### config.mk
export PLATFORM = sky130hd
export DESIGN_NAME = frame_scan_reader
export DESIGN_NICKNAME = d
export VERILOG_FILES = /design/src/rtl/frame_scan_reader.sv
export SDC_FILE = /design/constraint.sdc
export NUM_CORES = 1
export LEC_CHECK = 0
export BUFFER_PORTS_ARGS = -buffer_cell sky130_fd_sc_hd__buf_4
export CORE_MARGIN = 1
export CORE_UTILIZATION = 56
export DETAILED_ROUTE_END_ITERATION = 6
export GPL_TIMING_DRIVEN = 0
export PLACE_DENSITY = 0.83
export SYNTH_ARGS = -nofsm -noshare
export SYNTH_HDL_FRONTEND = slang
export SYNTH_SLANG_ARGS = --single-unit
export TNS_END_PERCENT = 5
### constraint.sdc
create_clock -name clk_data_process -period 2.2 [get_ports clk_data_process]
set_input_delay 0.55 -clock clk_data_process [delete_from_list [all_inputs] [get_ports clk_data_process]]
set_output_delay 0.55 -clock clk_data_process [all_outputs]
set_load 0.05 [all_outputs]
### src/rtl/frame_scan_reader.sv
// frame_scan_reader: LCD raster reader for the 1-bit scope frame buffer.
// Issues sequential RAM reads and realigns pixels with delayed sync/DE.
module frame_scan_reader #(
  parameter int H_ACTIVE = 800,
  parameter int H_FP     = 40,
  parameter int H_SYNC   = 128,
  parameter int H_BP     = 88,
  parameter int V_ACTIVE = 480,
  parameter int V_FP     = 13,
  parameter int V_SYNC   = 3,
  parameter int V_BP     = 29,
  parameter int RAM_LAT  = 2,
  parameter bit SYNC_POL = 1'b0,
  parameter int GRID_H   = 80,
  parameter int GRID_V   = 60
) (
  input  logic        clk_data_process,
  input  logic        rst_n,
  input  logic        enable,
  input  logic        rd_data,
  input  logic [15:0] fg_rgb,
  input  logic [15:0] grid_rgb,
  input  logic [15:0] bg_rgb,
  output logic        rd_en,
  output logic [18:0] rd_addr,
  output logic        lcd_hs,
  output logic        lcd_vs,
  output logic        lcd_de,
  output logic [15:0] lcd_rgb,
  output logic        frame_start
);

  localparam int H_TOTAL = H_ACTIVE + H_FP + H_SYNC + H_BP;
  localparam int V_TOTAL = V_ACTIVE + V_FP + V_SYNC + V_BP;
  localparam int HW      = $clog2(H_TOTAL);
  localparam int VW      = $clog2(V_TOTAL);
  localparam int GHW     = $clog2(GRID_H + 1);
  localparam int GVW     = $clog2(GRID_V + 1);
  localparam int DLY     = RAM_LAT + 1;

  logic [HW-1:0]  r_h_cnt;
  logic [VW-1:0]  r_v_cnt;
  logic [GHW-1:0] r_gh;
  logic [GVW-1:0] r_gv;

  int w_h;
  int w_v;
  int w_gh;
  int w_gv;

  logic w_h_last;
  logic w_v_last;
  logic w_active;
  logic w_hs_on;
  logic w_vs_on;
  logic w_grid;
  logic w_origin;

  assign w_h  = int'(r_h_cnt);
  assign w_v  = int'(r_v_cnt);
  assign w_gh = int'(r_gh);
  assign w_gv = int'(r_gv);

  assign w_h_last = (w_h == H_TOTAL - 1);
  assign w_v_last = (w_v == V_TOTAL - 1);
  assign w_active = (w_h < H_ACTIVE) && (w_v < V_ACTIVE);
  assign w_hs_on  = (w_h >= H_ACTIVE + H_FP) &&
                    (w_h <  H_ACTIVE + H_FP + H_SYNC);
  assign w_vs_on  = (w_v >= V_ACTIVE + V_FP) &&
                    (w_v <  V_ACTIVE + V_FP + V_SYNC);
  assign w_grid   = (w_gh == 0) || (w_h == H_ACTIVE - 1) ||
                    (w_gv == 0) || (w_v == V_ACTIVE - 1);
  assign w_origin = (w_h == 0) && (w_v == 0);

  // raster position plus grid phase counters (wrap instead of divide)
  always_ff @(posedge clk_data_process or negedge rst_n) begin
    if (!rst_n) begin
      r_h_cnt <= '0;
      r_v_cnt <= '0;
      r_gh    <= '0;
      r_gv    <= '0;
    end else if (!enable) begin
      r_h_cnt <= '0;
      r_v_cnt <= '0;
      r_gh    <= '0;
      r_gv    <= '0;
    end else if (w_h_last) begin
      r_h_cnt <= '0;
      r_gh    <= '0;
      if (w_v_last) begin
        r_v_cnt <= '0;
        r_gv    <= '0;
      end else begin
        r_v_cnt <= r_v_cnt + 1'b1;
        r_gv    <= (w_gv == GRID_V - 1) ? '0 : r_gv + 1'b1;
      end
    end else begin
      r_h_cnt <= r_h_cnt + 1'b1;
      r_gh    <= (w_gh == GRID_H - 1) ? '0 : r_gh + 1'b1;
    end
  end

  logic        r_rd_en;
  logic [18:0] r_rd_addr;
  logic [18:0] r_addr_nxt;

  // read strobe and running address; holds through blanking
  always_ff @(posedge clk_data_process or negedge rst_n) begin
    if (!rst_n) begin
      r_rd_en    <= 1'b0;
      r_rd_addr  <= '0;
      r_addr_nxt <= '0;
    end else if (!enable) begin
      r_rd_en    <= 1'b0;
      r_rd_addr  <= '0;
      r_addr_nxt <= '0;
    end else begin
      r_rd_en <= w_active;
      if (w_h_last && w_v_last) begin
        r_rd_addr  <= '0;
        r_addr_nxt <= '0;
      end else if (w_active) begin
        r_rd_addr  <= r_addr_nxt;
        r_addr_nxt <= r_addr_nxt + 1'b1;
      end
    end
  end

  logic [DLY-1:0] r_de_p;
  logic [DLY-1:0] r_hs_p;
  logic [DLY-1:0] r_vs_p;
  logic [DLY-1:0] r_grid_p;
  logic [DLY-1:0] r_fs_p;

  // control delay pipe; keeps draining when enable drops
  always_ff @(posedge clk_data_process or negedge rst_n) begin
    if (!rst_n) begin
      r_de_p   <= '0;
      r_hs_p   <= '0;
      r_vs_p   <= '0;
      r_grid_p <= '0;
      r_fs_p   <= '0;
    end else begin
      r_de_p   <= {r_de_p[DLY-2:0],   enable & w_active};
      r_hs_p   <= {r_hs_p[DLY-2:0],   enable & w_hs_on};
      r_vs_p   <= {r_vs_p[DLY-2:0],   enable & w_vs_on};
      r_grid_p <= {r_grid_p[DLY-2:0], enable & w_grid};
      r_fs_p   <= {r_fs_p[DLY-2:0],   enable & w_origin};
    end
  end

  logic        r_lcd_hs;
  logic        r_lcd_vs;
  logic        r_lcd_de;
  logic [15:0] r_lcd_rgb;
  logic        r_frame_start;

  // pin register: colour select with trace over grid over background
  always_ff @(posedge clk_data_process or negedge rst_n) begin
    if (!rst_n) begin
      r_lcd_hs      <= ~SYNC_POL;
      r_lcd_vs      <= ~SYNC_POL;
      r_lcd_de      <= 1'b0;
      r_lcd_rgb     <= '0;
      r_frame_start <= 1'b0;
    end else begin
      r_lcd_hs      <= r_hs_p[DLY-1] ? SYNC_POL : ~SYNC_POL;
      r_lcd_vs      <= r_vs_p[DLY-1] ? SYNC_POL : ~SYNC_POL;
      r_lcd_de      <= r_de_p[DLY-1];
      r_frame_start <= r_fs_p[DLY-1];
      if (!r_de_p[DLY-1])
        r_lcd_rgb <= '0;
      else if (rd_data)
        r_lcd_rgb <= fg_rgb;
      else if (r_grid_p[DLY-1])
        r_lcd_rgb <= grid_rgb;
      else
        r_lcd_rgb <= bg_rgb;
    end
  end

  assign rd_en       = r_rd_en;
  assign rd_addr     = r_rd_addr;
  assign lcd_hs      = r_lcd_hs;
  assign lcd_vs      = r_lcd_vs;
  assign lcd_de      = r_lcd_de;
  assign lcd_rgb     = r_lcd_rgb;
  assign frame_start = r_frame_start;

endmodule

Word-level counts from Yosys, hierarchy flattened
Index checks and enable logic that the tools add are counted.
{"block": "classes", "add_sub_neg": 5, "div_mod_pow": 0, "n_bitwise": 5, "reduce_logical": 12, "mux": 24, "mul": 0, "n_lt_le_gt_ge": 6, "shift": 0, "n_eq_ne": 8}
{"op": "$logic_not 32->1", "n": 4}
{"op": "$mux 19", "n": 6}
{"op": "$mux 16", "n": 3}
{"op": "$mux 10", "n": 3}
{"op": "$mux 6", "n": 4}
{"op": "$eq 11x11->1 const B", "n": 2}
{"op": "$lt 11x10->1 const B", "n": 2}
{"op": "$mux 11", "n": 2}
{"op": "$mux 7", "n": 3}
{"op": "$eq 10x10->1 const B", "n": 2}
{"op": "$lt 10x9->1 const B", "n": 2}
{"op": "$add 19x1->19 const B", "n": 1}
{"op": "$add 11x1->11 const B", "n": 1}
{"op": "$ge 11x10->1 const B", "n": 1}
{"op": "$add 10x1->10 const B", "n": 1}
{"op": "$ge 10x9->1 const B", "n": 1}
{"op": "$add 7x1->7 const B", "n": 1}
{"op": "$eq 7x7->1 const B", "n": 1}
{"op": "$add 6x1->6 const B", "n": 1}
{"op": "$eq 6x4->1 const B", "n": 1}
{"op": "$and 1x1->1", "n": 5}
{"op": "$logic_and 1x1->1", "n": 5}
{"op": "$logic_or 1x1->1", "n": 3}
{"op": "$mux 1", "n": 3}
{"op": "other kinds (2)", "n": 2}
{"block": "totals", "reg_bits": 108, "mem_bits_ro": 0, "mem_count": 0, "output_inout_bits": 40, "elab_cells": 77, "input_bits": 52, "ramBits": 0, "latch_bits": 0}

Depth between registers and ports, before layout
{"block": "logic_depth", "ltp_word": 5, "ltp_mapped": 8, "mapped_depth_nobuf": 6}

Least setup slack after synthesis
OpenSTA, ideal clock, no wires.
{"block": "synth_path", "path_type": "register to register", "startpoint": "register r_h_cnt[7]", "endpoint": "register r_addr_nxt[15]", "setup_time_ns": 0.078, "path_buffers": 2, "period_less_slack_ns": 1.982, "arrival_ns": 1.904, "slack_ns": 0.218, "stages_incl_launch_ff": 7, "required_time_ns": 2.122, "path_cell_list": "dfrtp_1 buf_4 o311ai_4 or3b_1 buf_2 or4_1 a21oi_1"}
{"block": "synth_via", "elab_chain_len": 4, "word_cells_on_any_way": 7, "classes_between": "order compare (1); eq/ne (2); mux (2); reduce/logical (2)"}
{"element": "start: declaration", "line": "41", "rtl": "logic [HW-1:0] r_h_cnt;"}
{"element": "start signal: assignment", "line": "98", "rtl": "r_h_cnt <= r_h_cnt + 1'b1;"}
{"element": "branches (longest 4 deep; another with $lt 11x10->1)"}
{"element": "end signal: assignment", "line": "124", "rtl": "r_addr_nxt <= r_addr_nxt + 1'b1;"}
{"element": "end: declaration", "line": "105", "rtl": "logic [18:0] r_addr_nxt;"}
Parallel ways; which one is timed is not known.
A chain may end at the register's enable or synchronous reset.

Worst setup path in the final report
{"block": "layout_path", "startpoint": "register r_h_cnt[7]", "endpoint": "register r_addr_nxt[13]"}
The elaborated chain is that of the path after synthesis.

==> qor.txt <==
Outcome: finished with violations
Failing checks: negative setup slack
Synth top area cells: dfrtp_1 52%, nand2_1 5.8%, mux2i_1 3.4%, a21oi_1 3.1%, ha_1 2.7%
Post-route core utilization: 70.10%
CTS tree: built
Least-Margin Pin Slew: 0.7260 ns
Cell row count: 34
Cell variety after synth: 44
Die area: 9364 um2
Maximum VDD drop: 0.0004535 V
WP data required: 2.50 ns
Dominant cell type by area after synthesis: dfrtp_1
Cell Area, Synth: 5030 um2
DR iter-0 viols: 376
Port Buf Inserts: 91
Clk buf depth: 2
Initial core utilization: 57.68%
Crit. End Element: flip-flop
Critical path origin: r_h_cnt[7]$_DFF_PN0_
Clk pin slew, worst setup/hold paths: 0.10 ns
Leakage power: 2.720 nW
Slew headroom: 51.60%
Detailed placer's ending HPWL: 8279 um
FFs w/ async S/R, synth: 100.0%
Synth Warn #: 0
Sequential area share after synthesis: 53.28%
Number of synthesized flops with an enable pin: 0
Setup total negative slack: -0.02360 ns
Antenna Nets Post-Route: 0
Core region area: 8721 um2
Crit start category: flip-flop
Clk root buf: clkbuf_8
H-tree levels: 3
Post-Layout Cell Count: 727
Mapped Cells: 511
Most numerous cell in the Yosys netlist: dfrtp_1
Post-route minimum period: 2.224 ns
Pin count of the biggest net entering global routing: 108
Total chip power: 3.566 mW
Hold Path Class: flip-flop to flip-flop
DRC errors left: 0
Clock Skew: 0.01817 ns
Area delta synth->final: 21.54%
Critical path endpoint: r_addr_nxt[13]$_DFFE_PN0P_
Kind of critical path: flip-flop to flip-flop
ANT cells: 0
Top cells by count, synth: 105 x dfrtp_1, 78 x nand2_1, 31 x a21oi_1, 26 x o21ai_0, 22 x nand3_1
Vias in the first global route: 4,197
Placed cell count: 710
Grt total ovfl: 0
R2R Setup Slk: -0.02 ns
Fin. max-slew vios: 0
Setup bufs post-CTS: 0
Post-Syn Nets: 574
Pwr dens: 583.3 nW/um2
Final setup fails: 1
Worst reg-to-reg path cell count: 6
DRT Wirelength: 11,740 um
Clk_lat worst skew: 0.38 ns
Die height: 96.77 um
Prevailing post-synth register cell: dfrtp_1
DR vias: 4,306
R2r endpoint: r_addr_nxt[13]$_DFFE_PN0P_
Fin crit share: 101.1%
CTS sink cnt: 107
Worst-path maximum fanout: 8
Die Wd: 96.77 um
Max-cap violation count: 0
Arr. time, crit path: 2.53 ns
Initial antenna violation count: 0
Seq cells post-synth: 107
IO Pins: 92
GRT Util Overall: 26.09%
Fmax: 449.7 MHz
Router iterations before antenna repair: 5
Vias/cell: 5.923
GPL Wtd Cong: 0.8941
RR Startpoint: r_h_cnt[7]$_DFF_PN0_
Synth top area share: 52.24%
Avg Inst Size Synth: 9.843 um2
Share of layout cells above drive strength 1: 21.65%
Setup WS pre-CTS: -0.1817 ns
First-pass GRT wire length: 19,660 um
Hold Vio Cnt, Final: 0
NumNets Final: 677
Final WS setup: -0.02360 ns
RSZ-0062 raised after global routing: true
CTS Buf Count: 9
Post-DR wirelength/cell: 16.15 um
metal layers:
layer | routed length [um] | GRT usage (%) | share of wire [%]
met1 | 4912 | 33.37 | 42
met2 | 5803 | 42.90 | 49
met3 | 768 | 5.780 | 6.5
met4 | 254 | 11.25 | 2.2
met5 | 0 | 0 | 0
placed cells by master (no fill, tap or decap), drive strengths merged, types with 7 or more instances in the layout:
cell | Yosys | layout
dfrtp | 105 | 105
buf | 6 | 95
nand2 | 78 | 78
clkbuf | 21 | 33
a21oi | 31 | 31
o21ai | 27 | 27
nand3 | 22 | 22
o22ai | 20 | 20
and2 | 19 | 19
inv | 17 | 19
nor2 | 18 | 18
mux2i | 17 | 17
or4 | 15 | 15
o31ai | 14 | 14
nand4 | 12 | 12
or3 | 11 | 11
ha | 11 | 11
xor2 | 8 | 8
and3 | 7 | 7
xnor2 | 7 | 7
worst min-delay path by stage:
stage	start	end	slack (ns)	depth (start not counted)
floorplan	rst_n	frame_start$_DFF_PN0_	0.25	0
global placement	r_grid_p[0]$_DFF_PN0_	r_grid_p[1]$_DFF_PN0_	0.33	0
detailed placement	r_fs_p[2]$_DFF_PN0_	frame_start$_DFF_PN0_	0.33	0
CTS	r_hs_p[2]$_DFF_PN0_	lcd_hs$_DFF_PN1_	0.34	1
global route	r_hs_p[2]$_DFF_PN0_	lcd_hs$_DFF_PN1_	0.36	1
finish	r_hs_p[2]$_DFF_PN0_	lcd_hs$_DFF_PN1_	0.35	1
registers in the layout, summed over array words and instances, names as in the netlist:
| register | flops |
|---|---|
| lcd_vs | 1 |
| r_grid_p | 3 |
| r_h_cnt | 11 |
| r_vs_p | 3 |
| r_addr_nxt | 19 |
| r_fs_p | 3 |
| r_gv | 6 |
| r_gh | 7 |
| lcd_de | 1 |
| rd_addr | 19 |
| frame_start | 1 |
| r_de_p | 3 |
| r_v_cnt | 10 |
| lcd_rgb | 16 |
| lcd_hs | 1 |
| r_hs_p | 3 |
worst max-delay path, cell delays in order (launching register included):
cell,delay [ns]
dfrtp_1,0.37
buf_4,0.16
o311ai_4,0.38
or3b_1,0.40
clkbuf_4,0.18
or4_1,0.49
a21oi_1,0.17
stage by stage:
step / hold slack, ns / instance area, um2
6_report: 0.3478 / 6113
5_1_grt: 0.3570 / 6113
2_1_floorplan: 0.2544 / 5030
4_1_cts: 0.3448 / 6046
3_5_place_dp: 0.3347 / 5848
3_3_place_gp: 0.3320 / 5848
repair_timing:
item                                   CTS  global route
pin swaps                                0             0
setup endpoints to repair               44            49
endpoints found under the hold margin    0             2
resized for setup                        8            14
hold buffers                             0             1
cell families after synthesis:
logic type | share of synthesized area [%]
mux | 3.383
flops | 53.28
buf+inv | 3.458
fa+ha+maj | 2.736
xor+xnor | 2.612
compound gates | 13.26
simple gates | 21.27
final cells by class:
type | instances | area [um2]
Fill cell | 667 | 2608
Inverter | 17 | 63.81
Buffer | 26 | 123.9
Clock buffer | 10 | 127.6
Sequential cell | 107 | 2681
Tap cell | 108 | 135.1
Timing Repair Buffer | 93 | 724.4
Multi-Input combinational cell | 360 | 2210
Clock inverter | 6 | 47.55
power breakdown:
part / total (mW) / internal, mW / switching [mW]
sequential: 2.04 / 2.02 / 0.0294
combinational: 0.425 / 0.165 / 0.261
clock: 1.10 / 0.422 / 0.674
Power figures use the tool's default switching activity.
